==> src/rtl/fetch_unit.sv <==
// Instruction-fetch stage: owns the PC, waits RD_LATENCY cycles per fetch, and
// queues {PC, word} in a 2-entry FIFO presented to decode over valid/ready.
module fetch_unit #(
  parameter int unsigned RD_LATENCY = 1,
  parameter logic [63:0] RESET_PC   = 64'h0,
  parameter int unsigned BUF_DEPTH  = 2
) (
  input  logic        CLK,
  input  logic        Reset,
  output logic [63:0] InstAddr,
  input  logic [31:0] InstData,
  input  logic        Redirect,
  input  logic [63:0] RedirectPC,
  output logic        InstValid,
  output logic [31:0] InstOut,
  output logic [63:0] InstPC,
  input  logic        InstReady
);

  typedef enum logic {S_WAIT, S_HOLD} state_t;

  localparam logic [3:0] LAST = 4'(RD_LATENCY - 1);
  localparam logic [1:0] FULL = 2'(BUF_DEPTH);

  state_t      state_q;
  logic [63:0] pc_q;
  logic [3:0]  cnt_q;
  logic [1:0]  fill_q;
  logic [31:0] data_q [2];
  logic [63:0] epc_q  [2];

  logic        pop;
  logic        full;
  logic        due;
  logic        capture;
  logic [63:0] pc_d;
  logic [63:0] redir_pc_d;

  assign pop        = (fill_q != 2'd0) && InstReady;
  assign full       = (fill_q == FULL);
  assign due        = (state_q == S_HOLD) || (cnt_q == LAST);
  assign capture    = due && (!full || pop);
  assign pc_d       = pc_q + 64'd4;
  assign redir_pc_d = RedirectPC & ~64'h3;

  always_ff @(posedge CLK) begin
    if (Reset) begin
      state_q   <= S_WAIT;
      pc_q      <= RESET_PC;
      cnt_q     <= 4'd0;
      fill_q    <= 2'd0;
      data_q[0] <= 32'h0;
      data_q[1] <= 32'h0;
      epc_q[0]  <= 64'h0;
      epc_q[1]  <= 64'h0;
    end else if (Redirect) begin
      // Entry 0 is left untouched so the outputs keep their last value.
      state_q <= S_WAIT;
      pc_q    <= redir_pc_d;
      cnt_q   <= 4'd0;
      fill_q  <= 2'd0;
    end else begin
      if (capture) begin
        pc_q    <= pc_d;
        cnt_q   <= 4'd0;
        state_q <= S_WAIT;
      end else if (due) begin
        state_q <= S_HOLD;
      end else begin
        cnt_q <= cnt_q + 4'd1;
      end

      // Entry 0 is always the head; a pop shifts entry 1 forward.
      case ({capture, pop})
        2'b10: begin
          if (fill_q == 2'd0) begin
            data_q[0] <= InstData;
            epc_q[0]  <= pc_q;
          end else begin
            data_q[1] <= InstData;
            epc_q[1]  <= pc_q;
          end
          fill_q <= fill_q + 2'd1;
        end
        2'b01: begin
          if (fill_q == 2'd2) begin
            data_q[0] <= data_q[1];
            epc_q[0]  <= epc_q[1];
          end
          fill_q <= fill_q - 2'd1;
        end
        2'b11: begin
          if (fill_q == 2'd1) begin
            data_q[0] <= InstData;
            epc_q[0]  <= pc_q;
          end else begin
            data_q[0] <= data_q[1];
            epc_q[0]  <= epc_q[1];
            data_q[1] <= InstData;
            epc_q[1]  <= pc_q;
          end
        end
        default: ;
      endcase
    end
  end

  assign InstAddr  = pc_q;
  assign InstValid = (fill_q != 2'd0);
  assign InstOut   = data_q[0];
  assign InstPC    = epc_q[0];

endmodule

==> config.mk <==
export PLATFORM = sky130hd
export DESIGN_NAME = fetch_unit
export DESIGN_NICKNAME = d
export VERILOG_FILES = /design/src/rtl/fetch_unit.sv
export SDC_FILE = /design/constraint.sdc
export NUM_CORES = 1
export LEC_CHECK = 0
export CORE_UTILIZATION = 46
export CTS_CLUSTER_SIZE = 10
export DETAILED_ROUTE_END_ITERATION = 16
export PLACE_DENSITY = 0.8
export SYNTH_ARGS = -nofsm -noshare
export SYNTH_HDL_FRONTEND = slang
export SYNTH_SLANG_ARGS = --single-unit
==> constraint.sdc <==
create_clock -name CLK -period 21 [get_ports CLK]
set_input_delay 2.1 -clock CLK [delete_from_list [all_inputs] [get_ports CLK]]
set_output_delay 2.1 -clock CLK [all_outputs]
set_load 0.02 [all_outputs]
---- Yosys cells after proc, flatten, opt, wreduce, memory -nomap -nowiden ----
Memories as Yosys holds them, arrays and structs flattened.
Index checks and enable logic that the tools add are counted.
storage, ports and cells
  memories ................................ 2
  output and inout bits ................... 161
  register bits after elaboration ......... 71
  input port bits ......................... 100
  RAM bits ................................ 192
  logic and storage cells ................. 82
cells by class
  bitwise gates (word level) .............. 12
  equality and inequality tests ........... 5
  muxes and demuxes ....................... 42
  add/subtract/negate cells ............... 4
  reduce and logical (&&, ||, !) cells .... 12
memory list
  name    words  bits a word  read ports  clocked after memory_dff  wr ports  line  text
  epc_q   2      64           2           0                         2         30    logic [63:0] epc_q [2];
  data_q  2      32           2           0                         2         29    logic [31:0] data_q [2];
operators with widths
  operator                                          count
  2-to-1 mux 64 bit                                 8
  2-to-1 mux 32 bit                                 6
  adder 64 x 3 -> 64 bit, second input constant     1
  2-to-1 mux 1 bit                                  27
  bitwise OR 1 bit                                  12
  == test 2 bit, second input constant              3
  nonzero test 2 bit                                3
  adder 4 x 1 -> 4 bit, second input constant       1
  == test 2 x 1 -> 1 bit, second input constant     2
  zero test 4 bit                                   1
  one-hot mux 2 bit (2 select lines)                1
  OR reduction 3 bit                                1
  adder 2 x 1 -> 2 bit, second input constant       1
  logical AND 1 bit                                 2
  zero test 2 bit                                   1
  logical OR 1 bit                                  2
  OR reduction 2 bit                                1
  subtractor 2 x 1 -> 2 bit, second input constant  1
  zero test 1 bit                                   1

---- Logic depth before layout (Yosys ltp) ----
Gate-level depths: netlist of the first run.
  depth in word-level cells ............... 13
  mapped depth ............................ 9
  mapped depth without buffers ............ 7

---- Worst setup path after synthesis of the first run ----
OpenSTA, ideal clock, no wires.
  path type ............................... input to register
  start point ............................. input Redirect
  end point ............................... memory data_q[1][0] (netlist: data_q[0][32]), enable pin
  cell stages on the path ................. 4
  arrival time ............................ 12221 ps
  setup time .............................. 802 ps
  slack ................................... 7977 ps
  path buffers ............................ 3
  cells stage by stage .................... clkbuf_1 clkbuf_1 clkbuf_1 o41ai_1
RTL lines
  what         line  text
  from (decl)  12    input logic Redirect,
  to (decl)    29

==> results of run 1 <==
worst max-delay path: cells and delay by family:
kind,cells,cell delay [ns]
AND/OR/NAND/NOR,1,0.33
multiplexers,1,0.42
AO/OA/AOI/OAI,1,0.33
buffers and inverters,5,2.10
routing by layer:
metal | track usage | up-vias | part of all wire
met1 | 0.294 | 4189 | 0.42
met2 | 0.372 | 370 | 0.46
met5 | 0 | - | 0
met3 | 0.0589 | 80 | 0.085
met4 | 0.0809 | 0 | 0.033
li1 | - | 4134 | -
cell type report:
cell class | count | area (µm²)
Sequential cell | 257 | 7030
Antenna cell | 1 | 2.50
Fill cell | 2110 | 10800
Timing Repair Buffer | 268 | 2640
Clock buffer | 55 | 876
Clock inverter | 1 | 5.00
Multi-Input combinational cell | 622 | 4470
Tap cell | 335 | 419
Inverter | 25 | 93.8
where the power goes:
group	leakage, nW	switching [mW]	internal, mW	total (mW)
Combinational	2.50	0.0928	0.0822	0.175
Sequential	2.57	0.0263	0.592	0.618
Clock	0.420	0.197	0.277	0.474
Total	5.50	0.316	0.951	1.27
state kept, by name (all words and copies together), names as in the netlist:
| signal | flops |
|---|---|
| InstAddr | 62 |
| cnt_q | 4 |
| data_q | 64 |
| epc_q | 124 |
| fill_q | 2 |
| state_q | 1 |
how the worst min path moves through the flow:
stage | slack [ns] | start | depth (start not counted) | to
5_1_grt | 0.56 | epc_q[0][94] | 1 | epc_q[0][30]
6_report | 0.53 | cnt_q[1] | 2 | cnt_q[1]
4_1_cts | 0.52 | cnt_q[1] | 2 | cnt_q[1]
3_5_place_dp | 0.52 | cnt_q[1] | 2 | cnt_q[1]
3_3_place_gp | 0.48 | cnt_q[1] | 2 | cnt_q[1]
2_1_floorplan | 0.47 | cnt_q[1] | 2 | cnt_q[1]
cell usage in the layout (no fill, tap or decap), types with 3 or more instances in the layout:
master / n
nor4_1: 16
a21oi_1: 7
nor4_2: 3
and2_1: 97
mux2_2: 94
nor2b_1: 4
or2_2: 3
clkdlybuf4s50_1: 253
xor2_1: 5
xnor2_1: 22
or3_1: 10
edfxtp_1: 188
clkbuf_1: 23
a311oi_1: 21
o211a_1: 3
ha_1: 6
a211oi_1: 29
inv_1: 23
o21ai_0: 17
buf_4: 14
or4_1: 17
nand3_1: 32
o31ai_1: 9
dfxtp_1: 69
clkbuf_16: 31
and4_1: 11
nor2_1: 69
nand2_1: 44
o2111a_1: 4
a2111oi_0: 5
nor3_1: 18
nand4_1: 27
and3_1: 7
a211o_1: 5
conb_1: 4
synth_stat cells, types with 9 or more instances:
| cell type | instances |
|---|---|
| dfxtp_1 | 69 |
| mux2_2 | 94 |
| buf_2 | 9 |
| and4_1 | 11 |
| inv_1 | 24 |
| nor4_1 | 16 |
| nand3_1 | 32 |
| nand2_1 | 44 |
| o21ai_0 | 17 |
| edfxtp_1 | 188 |
| nand4_1 | 27 |
| or3_1 | 10 |
| xnor2_1 | 22 |
| or4_1 | 17 |
| a311oi_1 | 21 |
| o31ai_1 | 10 |
| nor2_1 | 69 |
| clkbuf_1 | 39 |
| and2_1 | 97 |
| buf_4 | 99 |
| nor3_1 | 18 |
| a211oi_1 | 30 |
metrics by stage:
stage / worst slack [ns] / power (mW) / util / cells / cell area [µm²]
finish: 15.88 / 1.27 / 0.589 / 1564 / 15500
global placement: 15.37 / 0.798 / 0.556 / 1507 / 14600
detailed placement: 15.37 / 0.803 / 0.556 / 1507 / 14600
CTS: 15.89 / 1.28 / 0.589 / 1563 / 15500
global route: 15.76 / 1.31 / 0.589 / 1563 / 15500
floorplan: 7.98 / 0.736 / - / 1055 / 12500
kinds of logic (layout without fill, tap and decap cells):
| logic type | Yosys count | count (layout) | share of synthesized area |
|---|---|---|---|
| muxes | 94 | 94 | 0.0848 |
| xor gates and xnor gates | 27 | 27 | 0.0189 |
| AOI/OAI and AO/OA | 120 | 120 | 0.0747 |
| and+or+nand+nor | 371 | 371 | 0.168 |
| adders and majority gates | 6 | 6 | 0.00601 |
| buffers and inverters | 176 | 349 | 0.0842 |
| DFF | 257 | 257 | 0.563 |
| other | 1 | 5 | 0.000300 |
==> metrics.txt, run 1 <==
run status=completed; Routed Antenna Nets=0; Worst EP arrival=5.41 ns; initial antenna violation count=1; First DRT Iteration DRCs=729; worst r2r src=cnt_q[0]; relative slew slack=0.280; Core ar.=roughly 26000 µm²; drt drc=0; Worst EP required=21.30 ns; Die Y=around 170 µm; Async S/R FF share, synth=0; CTS tree=yes; largest net degree at the start of global routing=110; Yosys top cell by area=edfxtp_1; Syn Area/Cell=11.9 µm²; register clock-pin slew on the reported worst setup and hold paths=0.06 ns; Hold Path Class=flop to flop; r2r endpoint=epc_q[0][48]; crit path from=Reset; Max-Cap Viols=0; CP max stage delay=slightly below 0.8 ns; Sink Count=257; Area contributors post-synth=edfxtp_1 (45%), dfxtp_1 (11%), mux2_2 (8.5%); Leak=5.50 nW; row count=59; layout cells sized above 1=0.129; Netlist Area Pre-Place=between 10000 and 15000 µm²; clock latency on the worst-skew pair=0.55 ns; first-pass GRT wire length=50.1 mm; Cell variety after synth=slightly above 60; Post-synth EDFFs=188; Area Growth Syn to Fin=24.4%; H-tree levels=1; initial core utilization=0.474; Ys Warns=0; CTS buffer count=30; Final Skew=0.0137 ns; Final min period=5.12 ns; Worst R2R Setup Slack=17.43 ns; total negative slack=0 ns; Hold Fails Final Rpt=0; Peak Freq=0.195 GHz; CTS resizes=0; cts-stage hold buffer count=0; unrepaired setup endpoints after global routing=false; Buffers on Ports=254; Peak supply drop=0.0666 mV; Most used DFF post-synth=edfxtp_1; worst setup path end=epc_q[0][48]; WS Path Type=input pin to flop; CP most frequent cell=buf_4; Worst-Margin Slew=1.08 ns; Slew Limit Fails=0; vias in the first global route=8905; Die W=167 µm; Synth Register Bits=257; Root Buffer=clkbuf_16; wire per inst=20.7 µm; r2r worst-path depth=8; Die ar.=27800 µm²; # setup viols final=0; GR Overflow Total=0; DRT Wirelength=32.3 mm; cells along the critical path=buf_2 -> buf_4 -> clkinv_1 -> nand2_1 -> a2111oi_4 -> buf_4 -> buf_4 -> mux2_2; DR pass1 iterations=5; sequential area share after synthesis=0.563; Mapped Cells=1052; final RePlAce weighted congestion=0.865; # Post-CTS Setup Buffers=0; DR vias=just under 9000; I/O pins=261; CTS Buffer Depth=3; Pwr Density=81.5 nW/µm²; Final #Nets=around 1300; post-synth top area share=0.452; Startpoint Class=input pin; Final Cycle Share=0.244; Slowest-stage cell, CP=buf_4; drt via density=between 5 and 6; Max FO, Critical Path=67; Total GRT Usage=0.228; Critical Path End Type=flop; Hold WS=0.531 ns; HPWL after detailed placement=21.7 mm
No activity file was read; power rests on OpenSTA's default activity.
==> inputs of run 2 (changes only) <==
Clock period 21 ns to 5.35 ns, I/O delays scaled along.
==> run 2 against run 1 <==
Count of clock-buffer cells in the layout did not move; power rose to 4.0 times the previous value; design area rose by 0.48%; die area did not move; non-clock buffer count did not move; flip-flop and latch count did not move; critical endpoint is now InstAddr[59]; largest power group unchanged.
==> metrics.txt, run 2 (synthesized netlist as in run 1, its figures left out) <==
run status=completed; wire per inst=20.5 µm (-0.71%); Max FO, Critical Path=12 (-82%); Final #Nets=1311 (+0.076%); # setup viols final=0 (unchanged); Hold Fails Final Rpt=0 (unchanged); Worst-Margin Slew=1.13 ns (+0.0504 ns); GR Overflow Total=0 (unchanged); Biggest register=epc_q; max reg flops=124 (unchanged); Leak=5.53 nW (+0.65%); Slowest-stage cell, CP=or4b_1; layout cells sized above 1=0.134 (+0.00467); Hold Path Class=flop to flop; Slew Limit Fails=0 (unchanged); WS Path Type=flop to flop; CP max stage delay=0.67 ns (-0.12 ns); unrepaired setup endpoints after global routing=false; total negative slack=0 ns (unchanged); commonest cells after routing, fill and taps aside=clkdlybuf4s50_1 (253), edfxtp_1 (188), and2_1 (97); row count=59 (unchanged); Storage cell area=7030 µm² (unchanged); largest net degree at the start of global routing=110 (unchanged); Worst R2R Setup Slack=2.11 ns (-15.32 ns); I/O pins=261 (unchanged); Peak supply drop=0.243 mV (+260%); Final Cycle Share=0.606; Placed Area=14700 µm² (about the same); HPWL after detailed placement=21.5 mm (-1.2%); Die W=167 µm (unchanged); Peak Freq=0.308 GHz; relative slew slack=0.247 (-0.0336); Routed Antenna Nets=0 (unchanged); # Post-CTS Setup Buffers=0 (unchanged); Util after Layout=0.592 (+0.00285); Final Skew=0.0165 ns (+0.00282 ns); H-tree levels=1 (unchanged); multi-input logic area=4480 µm² (+0.25%); cts-stage hold buffer count=0 (unchanged); CTS tree=yes; drt drc=0 (unchanged); drt via density=5.68 (+1.2%); Area Growth Syn to Fin=25.0%; Core ar.=26400 µm² (unchanged); Critical Path End Type=flop; Worst EP required=5.80 ns (-15.50 ns); delay-heaviest family, CP=simple AND/OR/NAND/NOR gates; initial core utilization=0.474 (unchanged); Fillers=2094 (-0.76%); Worst EP arrival=3.70 ns (-1.71 ns); cells along the critical path=inv_1 -> ha_1 -> nand2b_1 -> a2bb2oi_2 -> nand4_1 -> or4b_1 -> a311oi_1; cell area after layout=15600 µm² (+0.48%); First DRT Iteration DRCs=806 (+11%); worst path bufs/invs=1 (-4); Startpoint Class=flop; CTS buffer count=31 (+3.3%); Root Buffer=clkbuf_16; CTS resizes=0 (unchanged); clock latency on the worst-skew pair=0.55 ns (about the same); first-pass GRT wire length=49.6 mm (-0.96%); Die Y=167 µm (unchanged); Max-Cap Viols=0 (unchanged); initial antenna violation count=2 (+1); register clock-pin slew on the reported worst setup and hold paths=0.06 ns (about the same); vias in the first global route=8812 (-1.0%); Sink Count=257 (unchanged); DRT Wirelength=32.2 mm (-0.52%); Pwr Density=324 nW/µm² (+300%); Total GRT Usage=0.226 (-0.00239); CTS Buffer Depth=3 (unchanged); final RePlAce weighted congestion=0.855 (-1.2%); DR pass1 iterations=5 (unchanged); Die ar.=27800 µm² (unchanged); DR vias=8899 (+1.4%); Buffers on Ports=254 (unchanged); commonest non-fill, non-tap cell in the layout=clkdlybuf4s50_1; Final min period=3.24 ns
-- run 2: changes by cell type in the layout (fill, tap and decap cells not counted) --
cell,previous run,this run
clkbuf_1,23,19
buf_4,14,13
diode_2,1,2
o41ai_4,0,1
o41ai_2,1,0
clkbuf_8,1,5
inv_6,0,2
buf_6,0,1
-- run 2: worst register-to-register path, delay by kind of cell (launching register included) --
family                   cells  cell delay [ns]
AND/OR/NAND/NOR              3             1.60
AO/OA/AOI/OAI                2             0.82
flip-flops                   1             0.34
adder cells (fa/ha/maj)      1             0.31
buffers and inverters        1             0.09
-- run 2: cell type report --
type,instances,area share
flip-flops and latches,257,0.450
multi-input cells,622,0.287
repair buffers,268,0.170
clock buffers,55,0.0587
well taps,335,0.0269
inverters,25,0.00601
clock inverters,3,0.00144
diodes,2,0.000321
-- run 2: per-stage QoR --
stage	power, mW	std cells	setup slack (ns)	hold WS (ns)
6_report	5.06	1567	2.11	0.507
5_1_grt	5.22	1567	2.00	0.546
4_1_cts	5.10	1564	1.80	0.509
3_5_place_dp	3.15	1506	1.40	0.492
3_3_place_gp	3.13	1506	1.57	0.477
2_1_floorplan	2.87	1055	0.538	0.466
-- run 2: where the power goes --
part,leakage (nW),switching [mW],total [mW],internal (mW)
sequential,2.57,0.104,2.43,2.32
combinational,2.51,0.363,0.687,0.324
clock,0.453,0.799,1.95,1.15
total,5.53,1.27,5.06,3.79
-- run 2: worst paths after layout --
path	to	start	cells past startpoint
hold reg to reg	cnt_q[1]	cnt_q[1]	2
hold / removal	cnt_q[1]	cnt_q[1]	2
setup reg to reg	InstAddr[59]	fill_q[0]	7
setup / recovery	InstAddr[59]	fill_q[0]	7
-- run 2: per-layer routing --
metal,routed length [µm],GRT usage,up-vias
li1,-,-,4130
met1,13600,0.293,4334
met2,15100,0.367,354
met3,2060,0.0433,81
met4,1390,0.103,0
met5,0,0,-
==> edit, RTL diff (settings of run 2) <==
Make the reset (`Reset`) asynchronous in one clocked block.
--- a/src/rtl/fetch_unit.sv
+++ b/src/rtl/fetch_unit.sv
@@ -44,5 +44,5 @@
   assign redir_pc_d = RedirectPC & ~64'h3;
 
-  always_ff @(posedge CLK) begin
+  always_ff @(posedge CLK or posedge Reset) begin
     if (Reset) begin
       state_q   <= S_WAIT;
Behaviour: not the same (a bounded check fails within 4 cycles, from zero or initial values and one cycle with Reset high; the reset may be asserted at any time).
==> edit against run 2 <==
Setup slack better by 0.15 ns; synthesized area up 2.4%; synthesized cell count up 14%; non-clock buffer count down 1; die area up 2.3%; wire length down 3.8%; critical path depth up 1; design area up 0.91%; sequential cell count up 1.
Power is not compared: it rests on default switching activity, and its combinational part moved more than twofold at a synthesized area within 25%.
==> edit: results <==
cells_and_area:
  finalNetCount: 1444
  seqCellArea_sq_mm: 0.006456
  antenna_cells: 1
  n_all_buffers: 267
  fillers: 2295
  final-nonclk-buf-share_pct: 16.92
  largest_reg_flops: 63
  multi_input_gates: 765
  multi_input_area_sq_mm: 0.005261
  seq_cell_count: 258
  fin_area_sq_mm: 0.01575
  clock_tree_area_fraction_pct: 5.292
  num-clock-buffers: 37
  layout-drive-gt1-share_pct: 12.57
placed_design:
  place_ws_ns: 2.179
  dp_hpwl_um: 20550
  place_inst: 1678
  place_area_sq_mm: 0.01491
  gp_congestion: 0.8063
timing:
  period_needed_ns: 3.096
  fin_worst_skew_ns: 0.02678
  slew_headroom_pct: 20.13
synth:
  synth_compound_area_share_pct: 8.604
  ys_top_cells_by_area: "dfrtp_1 (51%), mux2_2 (8.6%), mux2i_1 (7.4%), buf_4 (6.1%), o21ai_0 (5.6%)"
  synth.mux.area_fraction_pct: 16.07
  synthXorXnorAreaFrac_pct: 2.261
  yosys-top-cells-count: "dfrtp_1 (258), nand2_1 (146), o21ai_0 (142), buf_4 (104), mux2_2 (98)"
  ys_types: 54
  async_flop_share_pct: 100.0
  syn_inst: 1202
global_route:
  antenna_found_initial: 1
  grt_pass1_vias: 9374
  gr-usage-met1_pct: 29.28
  grtUsageMet2_pct: 35.72
  grt_max_degree: 133
  grtUsageMet3_pct: 4.349
  grt_pass1_wl_um: 50230
die:
  rows: 60
routing:
  wirelength_um: 30960
  num_vias: 9205
  routedWlPerCell_um: 18.02
  drt_iter0_drc: 526
clock_network:
  cts_buffers: 30
setup_path:
  rr_worst_depth: 8
  cp-startpoint: "cnt_q[0]"
  crit_slowest_cell: "a21oi_4"
  cp.arrival_ns: 3.45
  crit_end: "InstPC[42]"
outcome:
  outcome: "finished clean"
[edit: changes by cell type in the layout (fill, tap and decap cells not counted), moves of 11 or more]
cell,delta
dfrtp_1,+258
a211oi_1,-27
xor2_1,+13
mux2i_1,+95
a31oi_1,+26
edfxtp_1,-188
nor2_1,-20
a311oi_1,-21
nand2_1,+102
nor4_1,-11
clkbuf_1,-13
and2_1,-92
o21ai_0,+125
dfxtp_1,-69
[edit: how the worst min path moves through the flow]
stage / from / endpoint / slack, ns
3_3_place_gp: InstOut[8] / InstOut[8] / 0.46
3_5_place_dp: InstOut[11] / InstOut[11] / 0.47
4_1_cts: InstOut[11] / InstOut[11] / 0.48
6_report: InstOut[11] / InstOut[11] / 0.48
2_1_floorplan: InstOut[0] / InstOut[0] / 0.45
5_1_grt: InstOut[7] / InstOut[7] / 0.49
[edit: metal layers]
layer	part of all wire, %	vias up	wire, um
li1	-	4368	-
met1	45	4509	13850
met2	47	261	14460
met3	5.6	67	1727
met4	3.0	0	930
met5	0	-	0
